File: src/rtl/mmc3_irq_counter.sv
// mmc3_irq_counter: MMC3-style scanline IRQ counter clocked by filtered PPU A12 rises.
// Optional build macro: MMC3_IRQ_ALT_EN selects the "old" MMC3 IRQ behaviour
// (IRQ only on a 1->0 decrement, never on a reload to 0).
// Ports:
//   m2        - CPU M2, the only clock; all state updates on its rising edge
//   reset     - synchronous active-high reset
//   ppu_a12   - raw PPU address bit 12, asynchronous to m2
//   reg_we    - one-cycle register write strobe
//   reg_sel   - 0=latch, 1=reload, 2=disable/ack, 3=enable
//   reg_data  - write data, used only for the latch register
//   irq       - active-high IRQ request
//   counter   - current counter value for debug readback
module mmc3_irq_counter #(
  parameter int unsigned A12_LOW_MIN = 3
) (
  input  logic       m2,
  input  logic       reset,
  input  logic       ppu_a12,
  input  logic       reg_we,
  input  logic [1:0] reg_sel,
  input  logic [7:0] reg_data,
  output logic       irq,
  output logic [7:0] counter
);

  localparam int unsigned LOW_W = (A12_LOW_MIN < 1) ? 1 : $clog2(A12_LOW_MIN + 1);
  localparam logic [LOW_W-1:0] LOW_MAX = LOW_W'(A12_LOW_MIN);

  logic             s1, s2, s3;
  logic [LOW_W-1:0] low_cnt;
  logic [7:0]       latch;
  logic             reload_pending;
  logic             enabled;

  logic             accept;
  logic             reload;
  logic             irq_set;
  logic [LOW_W-1:0] low_cnt_next;
  logic [7:0]       counter_next;
  logic [7:0]       latch_next;
  logic             reload_pending_next;
  logic             enabled_next;
  logic             irq_next;

  // A12 low-time filter: only a rise preceded by enough low cycles clocks the counter
  always_comb begin
    low_cnt_next = low_cnt;
    if (s2) begin
      low_cnt_next = '0;
    end else if (low_cnt != LOW_MAX) begin
      low_cnt_next = low_cnt + LOW_W'(1);
    end
  end

  assign accept = s2 && !s3 && (low_cnt == LOW_MAX);
  assign reload = (counter == 8'd0) || reload_pending;

  // Clock action first from pre-write state, then register writes override their fields
  always_comb begin
    counter_next        = counter;
    latch_next          = latch;
    reload_pending_next = reload_pending;
    enabled_next        = enabled;
    irq_set             = 1'b0;

    if (accept) begin
      if (reload) begin
        counter_next        = latch;
        reload_pending_next = 1'b0;
      end else begin
        counter_next = counter - 8'd1;
      end
`ifdef MMC3_IRQ_ALT_EN
      irq_set = enabled && !reload && (counter == 8'd1);
`else
      irq_set = enabled && (counter_next == 8'd0);
`endif
    end

    irq_next = irq | irq_set;

    if (reg_we) begin
      case (reg_sel)
        2'd0: latch_next = reg_data;
        2'd1: begin
          counter_next        = 8'd0;
          reload_pending_next = 1'b1;
        end
        2'd2: begin
          enabled_next = 1'b0;
          irq_next     = 1'b0;
        end
        default: enabled_next = 1'b1;
      endcase
    end
  end

  // State registers, including the A12 synchroniser and edge-history flop
  always_ff @(posedge m2) begin
    if (reset) begin
      s1             <= 1'b0;
      s2             <= 1'b0;
      s3             <= 1'b0;
      low_cnt        <= '0;
      counter        <= 8'd0;
      latch          <= 8'd0;
      reload_pending <= 1'b0;
      enabled        <= 1'b0;
      irq            <= 1'b0;
    end else begin
      s1             <= ppu_a12;
      s2             <= s1;
      s3             <= s2;
      low_cnt        <= low_cnt_next;
      counter        <= counter_next;
      latch          <= latch_next;
      reload_pending <= reload_pending_next;
      enabled        <= enabled_next;
      irq            <= irq_next;
    end
  end

endmodule

File: config.mk
export PLATFORM = sky130hd
export DESIGN_NAME = mmc3_irq_counter
export DESIGN_NICKNAME = d
export VERILOG_FILES = /design/src/rtl/mmc3_irq_counter.sv
export SDC_FILE = /design/constraint.sdc
export NUM_CORES = 1
export LEC_CHECK = 0
export CORE_AREA = 2 2 58 49
export CTS_BUF_LIST = sky130_fd_sc_hd__clkbuf_4
export DETAILED_ROUTE_END_ITERATION = 10
export DIE_AREA = 0 0 60 51
export HOLD_SLACK_MARGIN = 0.06
export PLACE_DENSITY = 0.77
export SETUP_SLACK_MARGIN = 0.15
export SYNTH_ARGS = -nofsm -noshare
export SYNTH_HDL_FRONTEND = slang
export SYNTH_SLANG_ARGS = --single-unit
export TNS_END_PERCENT = 30
File: constraint.sdc
create_clock -name m2 -period 2.7 [get_ports m2]
set_clock_uncertainty 0.1 [all_clocks]
set_input_delay 0.54 -clock m2 [delete_from_list [all_inputs] [get_ports m2]]
set_output_delay 0.54 -clock m2 [all_outputs]
set_load 0.02 [all_outputs]
==> results.py, run 1 <==
metrics = {
    "die": {
        "core-area_sq_um": 2570,
        "start_util_pct": 48.3,
        "placementRows": 17,
        "top_level_ports": 23,
        "die_area_sq_um": 3060,
        "chipWidth_um": 60,
        "die-height_um": 51,
    },
    "synthesis": {
        "yosysSeqAreaShare_pct": 38.6,
        "synth_ff_type": "dfxtp_1",
        "synth_edf_count": 0,
        "synth_mux_area_share_pct": 11.1,
        "synth_common_cells": "dfxtp_1, nor2_1, nand2_1",
        "async_flop_share_pct": 0,
        "postSynthCellCount": 142,
        "synthDistinctLibCells": 38,
        "synth_top_family_by_area": "simple AND/OR/NAND/NOR gates",
        "yosysMostFrequentCell": "dfxtp_1",
        "synth-compound-area-share_pct": 15.8,
        "synth_top_area_cell": "dfxtp_1",
        "synth_warnings": 0,
        "yosys.area_share.adder_pct": 3.02,
        "syn-cell-area_sq_um": 1240,
        "synthXorXnorAreaFrac_pct": 1.41,
        "synth_top_area_share_pct": 38.6,
        "syn-num-nets": 159,
        "synthTopCellsByArea": "dfxtp_1, mux2i_1, nor2_1",
        "ys_ff_latch": 24,
        "syn_avg_cell_area_sq_um": 8.76,
        "synthSimpleGateAreaFrac_pct": 27.4,
    },
    "routing": {
        "wire_per_inst_um": 13.9,
        "viasPerCell": 5.76,
        "drc_errors": 0,
        "ant_nets": 0,
        "routed_wl_um": 2820,
        "num_vias": 1163,
        "firstDrtPassIters": 4,
        "drt_iter0_drc": 52,
    },
    "timing": {
        "report.final.slew_viol_count": 0,
        "worst_slew_margin_rel_pct": 71.2,
        "worstMarginPinSlew_ns": 0.430,
        "rsz0062_at_grt": "no",
        "period_minus_slack_ns": 2.23,
        "setup_viol": 0,
        "fmax_ghz": 0.448,
        "fin_setup_tns_ns": 0,
        "finalCritPeriodShare_pct": 82.7,
        "hold_slack_ns": 0.362,
        "hold_violations": 0,
    },
    "worst_setup_path": {
        "cp.required_ns": 2.06,
        "crit_path_start_kind": "flip-flop",
        "critical_path_class": "flip-flop to output pin",
        "crit_start": "counter[3]",
        "crit_slowest_cell": "clkdlybuf4s50_1",
        "critPathMaxFanout": 9,
        "max_stage_delay_ns": 0.68,
        "path_cells": "clkdlybuf4s50_1",
        "critPathTopFamily": "buffers and inverters",
        "timing.rr.start": "counter[0]",
        "path_buf_inv": 1,
        "reg2reg_slack_ns": 0.50,
        "cp-end-kind": "output pin",
        "arrival_ns": 1.59,
    },
    "grt": {
        "grt_max_degree": 15,
        "grt_first_pass_wirelength_um": 4720,
        "grt_pass1_vias": 1060,
        "antenna_found_initial": 0,
        "grt.overflow.total": 0,
        "track_usage_pct": 20.5,
    },
    "final_layout": {
        "nets": 182,
        "fillerInstances": 218,
        "ff_latch_area_sq_um": 480,
        "syn_to_final_growth_pct": 25.2,
        "multi_input_area_sq_um": 729,
        "drive_gt1_share_pct": 7.93,
        "diodes": 0,
    },
    "clock_network": {
        "ctsResizeCount": 0,
        "clock_path_buffers": 2,
        "clkSinkCount": 24,
        "clkTransAtPathRegs_ns": 0.14,
        "root_buffer": "clkbuf_4",
        "htreeDepth": 1,
        "cts_tree": "done",
        "cts_hold_buffers": 0,
        "insertion_delay_ns": 0.32,
        "postCtsSetupRepairBufs": 0,
        "numCtsBuffers": 3,
    },
    "power": {
        "peakVddDrop_v": 0.000296,
        "p_leak_uw": 0.000542,
        "power-per-cell-area_nw_per_um2": 455,
    },
    "placed_design": {
        "port_buffers": 22,
        "gp_congestion": 0.891,
        "dpl.hpwl_um": 2150,
    },
    "hold_path": {
        "hp-start": "s1",
        "min_path_type": "flip-flop to flip-flop",
    },
    "flow_run": {
        "cap_violations": 0,
    },
    "run_status": {
        "status": "finished clean",
    },
}
flip-flops by register name (all words and copies together) (netlist names):
register,cells
low_cnt,2
s2,1
s1,1
irq,1
latch,8
s3,1
reload_pending,1
enabled,1
counter,8
area by class of cell:
class	count	area share, %
clock buffer	3	1.45
clock inverter	1	1.93
inverter	3	0.723
multi-input combinational	109	46.9
sequential	24	30.9
tap	38	3.05
timing repair buffer	24	15.1
logic make-up (layout without fill, tap and decap cells):
kind of cell               Yosys count  after routing
adders and majority gates            3              3
AOI/OAI and AO/OA                   30             30
muxes                               13             13
and+or+nand+nor                     61             61
DFF                                 24             24
buffers and inverters                9             31
xor gates and xnor gates             2              2
report_power, final:
group | total (uW) | switching, uW | internal, uW
Clock | 265 | 114 | 150
Sequential | 377 | 10.7 | 366
Combinational | 67.1 | 28.0 | 39.1
Total | 709 | 153 | 556
metrics by stage:
step | setup slack, ns | instances | power, uW | utilization (%) | cell area (sq um)
2_1_floorplan | 0.553 | 142 | 419 | - | 1240
3_3_place_gp | 0.626 | 198 | 447 | 58.4 | 1500
3_5_place_dp | 0.540 | 198 | 452 | 58.4 | 1500
4_1_cts | 0.466 | 202 | 712 | 60.5 | 1560
5_1_grt | 0.372 | 202 | 737 | 60.5 | 1560
6_report | 0.467 | 202 | 709 | 60.5 | 1560
per-layer routing:
metal / global-route usage (%) / share of wire (%)
met1: 25.9 / 43
met2: 33.3 / 48
met3: 5.57 / 7.7
met4: 7.04 / 1.2
met5: 0 / 0
placed cells by master, fill, tap and decap left out, types with 2 or more instances in the layout:
cell type and instances:
dfxtp_1 24, clkdlybuf4s50_1 22, nor2_1 15, nand2_1 13, a21oi_1 11, mux2i_1 10, nor3_1 8, a31oi_1 5
nor2b_1 5, nor4_1 4, inv_1 3, nor3b_1 3, o21ai_0 3, ha_1 3, clkbuf_4 3, nand3b_1 2
nand2b_1 2, mux2_2 2, xor2_1 2, a22oi_1 2, nand3_1 2, buf_4 2
worst paths after layout:
check          endpoint  cells past startpoint
max          counter[3]                      1
min                  s2                      1
max reg2reg         irq                      7
min reg2reg          s2                      1
(Power assumes the default switching activity.)
==> inputs of run 2 (changes only) <==
--- a/config.mk
+++ b/config.mk
@@ -5,12 +5,12 @@
 export SDC_FILE = /design/constraint.sdc
 export NUM_CORES = 1
 export LEC_CHECK = 0
-export CORE_AREA = 2 2 58 49
+export CORE_AREA = 2 2 60 51
 export CTS_BUF_LIST = sky130_fd_sc_hd__clkbuf_4
 export DETAILED_ROUTE_END_ITERATION = 10
-export DIE_AREA = 0 0 60 51
+export DIE_AREA = 0 0 62 53
 export HOLD_SLACK_MARGIN = 0.06
-export PLACE_DENSITY = 0.77
+export PLACE_DENSITY = 0.75
 export SETUP_SLACK_MARGIN = 0.15
 export SYNTH_ARGS = -nofsm -noshare
 export SYNTH_HDL_FRONTEND = slang
==> constraint.sdc (replaced) <==
create_clock -name m2 -period 2 [get_ports m2]
set_clock_uncertainty 0.1 [all_clocks]
set_input_delay 0.4 -clock m2 [delete_from_list [all_inputs] [get_ports m2]]
set_output_delay 0.4 -clock m2 [all_outputs]
set_load 0.02 [all_outputs]
==> run 2 against run 1 <==
Global-route usage is 0.63 points lower. Sequential power is 34% higher. Wire length is 4.0% higher.
==> results.py, run 2 (synthesized netlist as in run 1, its figures left out) <==
metrics = {
    "die": {
        "top_level_ports": 23,
        "chipWidth_um": 62,
        "die_area_sq_um": 3290,
        "die-height_um": 53,
        "start_util_pct": 46.8,
        "placementRows": 17,
        "core-area_sq_um": 2660,
    },
    "clock_network": {
        "numCtsBuffers": 3,
        "htreeDepth": 1,
        "clkSinkCount": 24,
        "insertion_delay_ns": 0.32,
        "clkTransAtPathRegs_ns": 0.14,
        "root_buffer": "clkbuf_4",
        "cts_tree": "done",
        "clock_path_buffers": 2,
    },
    "timing": {
        "rsz0062_at_grt": "yes",
        "finalCritPeriodShare_pct": 95.4,
        "hold_violations": 0,
        "fmax_ghz": 0.524,
        "report.final.slew_viol_count": 0,
        "fin_setup_tns_ns": 0,
        "period_minus_slack_ns": 1.91,
        "worst_slew_margin_rel_pct": 71.2,
        "setup_viol": 0,
        "worstMarginPinSlew_ns": 0.429,
        "hold_slack_ns": 0.376,
    },
    "routing": {
        "viasPerCell": 5.59,
        "ant_nets": 0,
        "wire_per_inst_um": 14.1,
        "num_vias": 1162,
        "drt_iter0_drc": 79,
        "firstDrtPassIters": 4,
        "routed_wl_um": 2930,
        "drc_errors": 0,
    },
    "placed_design": {
        "dpl.hpwl_um": 2260,
        "gp_congestion": 0.847,
        "port_buffers": 22,
        "dp.cells": 203,
    },
    "power": {
        "power-per-cell-area_nw_per_um2": 583,
        "p_leak_uw": 0.000628,
        "fin_total_pwr_uw": 948,
        "peakVddDrop_v": 0.000494,
    },
    "final_layout": {
        "final_common_cell": "dfxtp_1",
        "fin_cells": 208,
        "top_regs": "counter: 8 flops, latch: 8 flops, low_cnt: 2 flops",
        "fin_util_pct": 61.2,
        "nets": 188,
        "drive_gt1_share_pct": 15.9,
        "diodes": 0,
        "final_cell_mix": "dfxtp_1, clkdlybuf4s50_1, nor2_1, nand2_1, a21oi_1",
        "syn_to_final_growth_pct": 30.8,
    },
    "hold_path": {
        "hold-path-endpoint": "s2",
        "min_path_type": "flip-flop to flip-flop",
        "hp-start": "s1",
        "min_path_cells": 1,
    },
    "worst_setup_path": {
        "crit_slowest_cell": "dfxtp_4",
        "cp-end-kind": "flip-flop",
        "ff2ff_path_depth": 7,
        "reg2reg_slack_ns": 0.09,
        "path_buf_inv": 1,
        "max_stage_delay_ns": 0.40,
        "crit_path_start_kind": "flip-flop",
        "timing.rr.start": "counter[0]",
        "critPathTopFamily": "compound AO/OA/AOI/OAI gates",
        "critical_path_class": "flip-flop to flip-flop",
        "cp.required_ns": 2.16,
        "path_cells": "inv_2 > ha_4 > nor3b_4 > a21oi_4 > mux2_4 > a311o_1 > o21ai_1",
        "critPathMaxFanout": 8,
        "arrival_ns": 2.07,
        "r2r_end": "irq",
    },
    "grt": {
        "grt.overflow.total": 0,
        "grt_max_degree": 15,
        "track_usage_pct": 19.9,
        "grt_first_pass_wirelength_um": 4850,
        "antenna_found_initial": 0,
        "grt_pass1_vias": 1096,
    },
    "run_status": {
        "status": "finished clean",
    },
    "flow_run": {
        "cap_violations": 0,
    },
}
-- run 2: cell types whose count changed in the layout (fill, tap and decap cells not counted), sizes merged --
cell and change:
clkdlybuf4s50 -5, dlymetal6s2s +2, dlygate4sd2 +3, buf +6
-- run 2: per-stage QoR --
step | area, sq um | setup slack (ns)
after floorplan | 1260 | 0.153
after global placement | 1560 | 0.139
after detailed placement | 1560 | 0.0644
after CTS | 1610 | 0.0351
after global routing | 1630 | 0.0352
final | 1630 | 0.0928
-- run 2: worst max path at each step --
stage               endpoint  depth (start not counted)       start  slack, ns
finish                   irq                          7  counter[0]       0.09
global placement         irq                          7  counter[1]       0.14
global route             irq                          7  counter[0]       0.04
detailed placement       irq                          7  counter[1]       0.06
CTS                      irq                          7  counter[1]       0.04
floorplan                irq                          7  counter[0]       0.15
-- run 2: final cells by class --
class	instances	area, sq um
Sequential cell	24	492
Fill cell	241	1030
Inverter	3	11.3
Timing Repair Buffer	30	282
Tap cell	38	47.5
Clock inverter	1	30.0
Clock buffer	3	22.5
Multi-Input combinational cell	109	742
-- run 2: power by group --
| part | leakage [uW] | internal (uW) | total (uW) | switching [uW] |
|---|---|---|---|---|
| clock network | 0.0000279 | 203 | 352 | 149 |
| registers | 0.000198 | 492 | 506 | 14.3 |
| logic | 0.000401 | 53.0 | 90.2 | 37.2 |
| total | 0.000628 | 747 | 948 | 201 |
-- run 2: what timing repair did --
action,CTS,global route
buffers inserted,0,1
endpoints found under the hold margin,0,0
endpoints found under the setup margin,7,10
cloned,0,0
hold buffers,0,0
resized for setup,6,2
-- run 2: metal layers --
layer	vias up	track usage (%)	share of wire, %
met5	-	0	0
met4	0	3.19	0.34
met3	2	4.40	6.1
met2	43	34.2	48
met1	545	25.4	45
li1	572	-	-
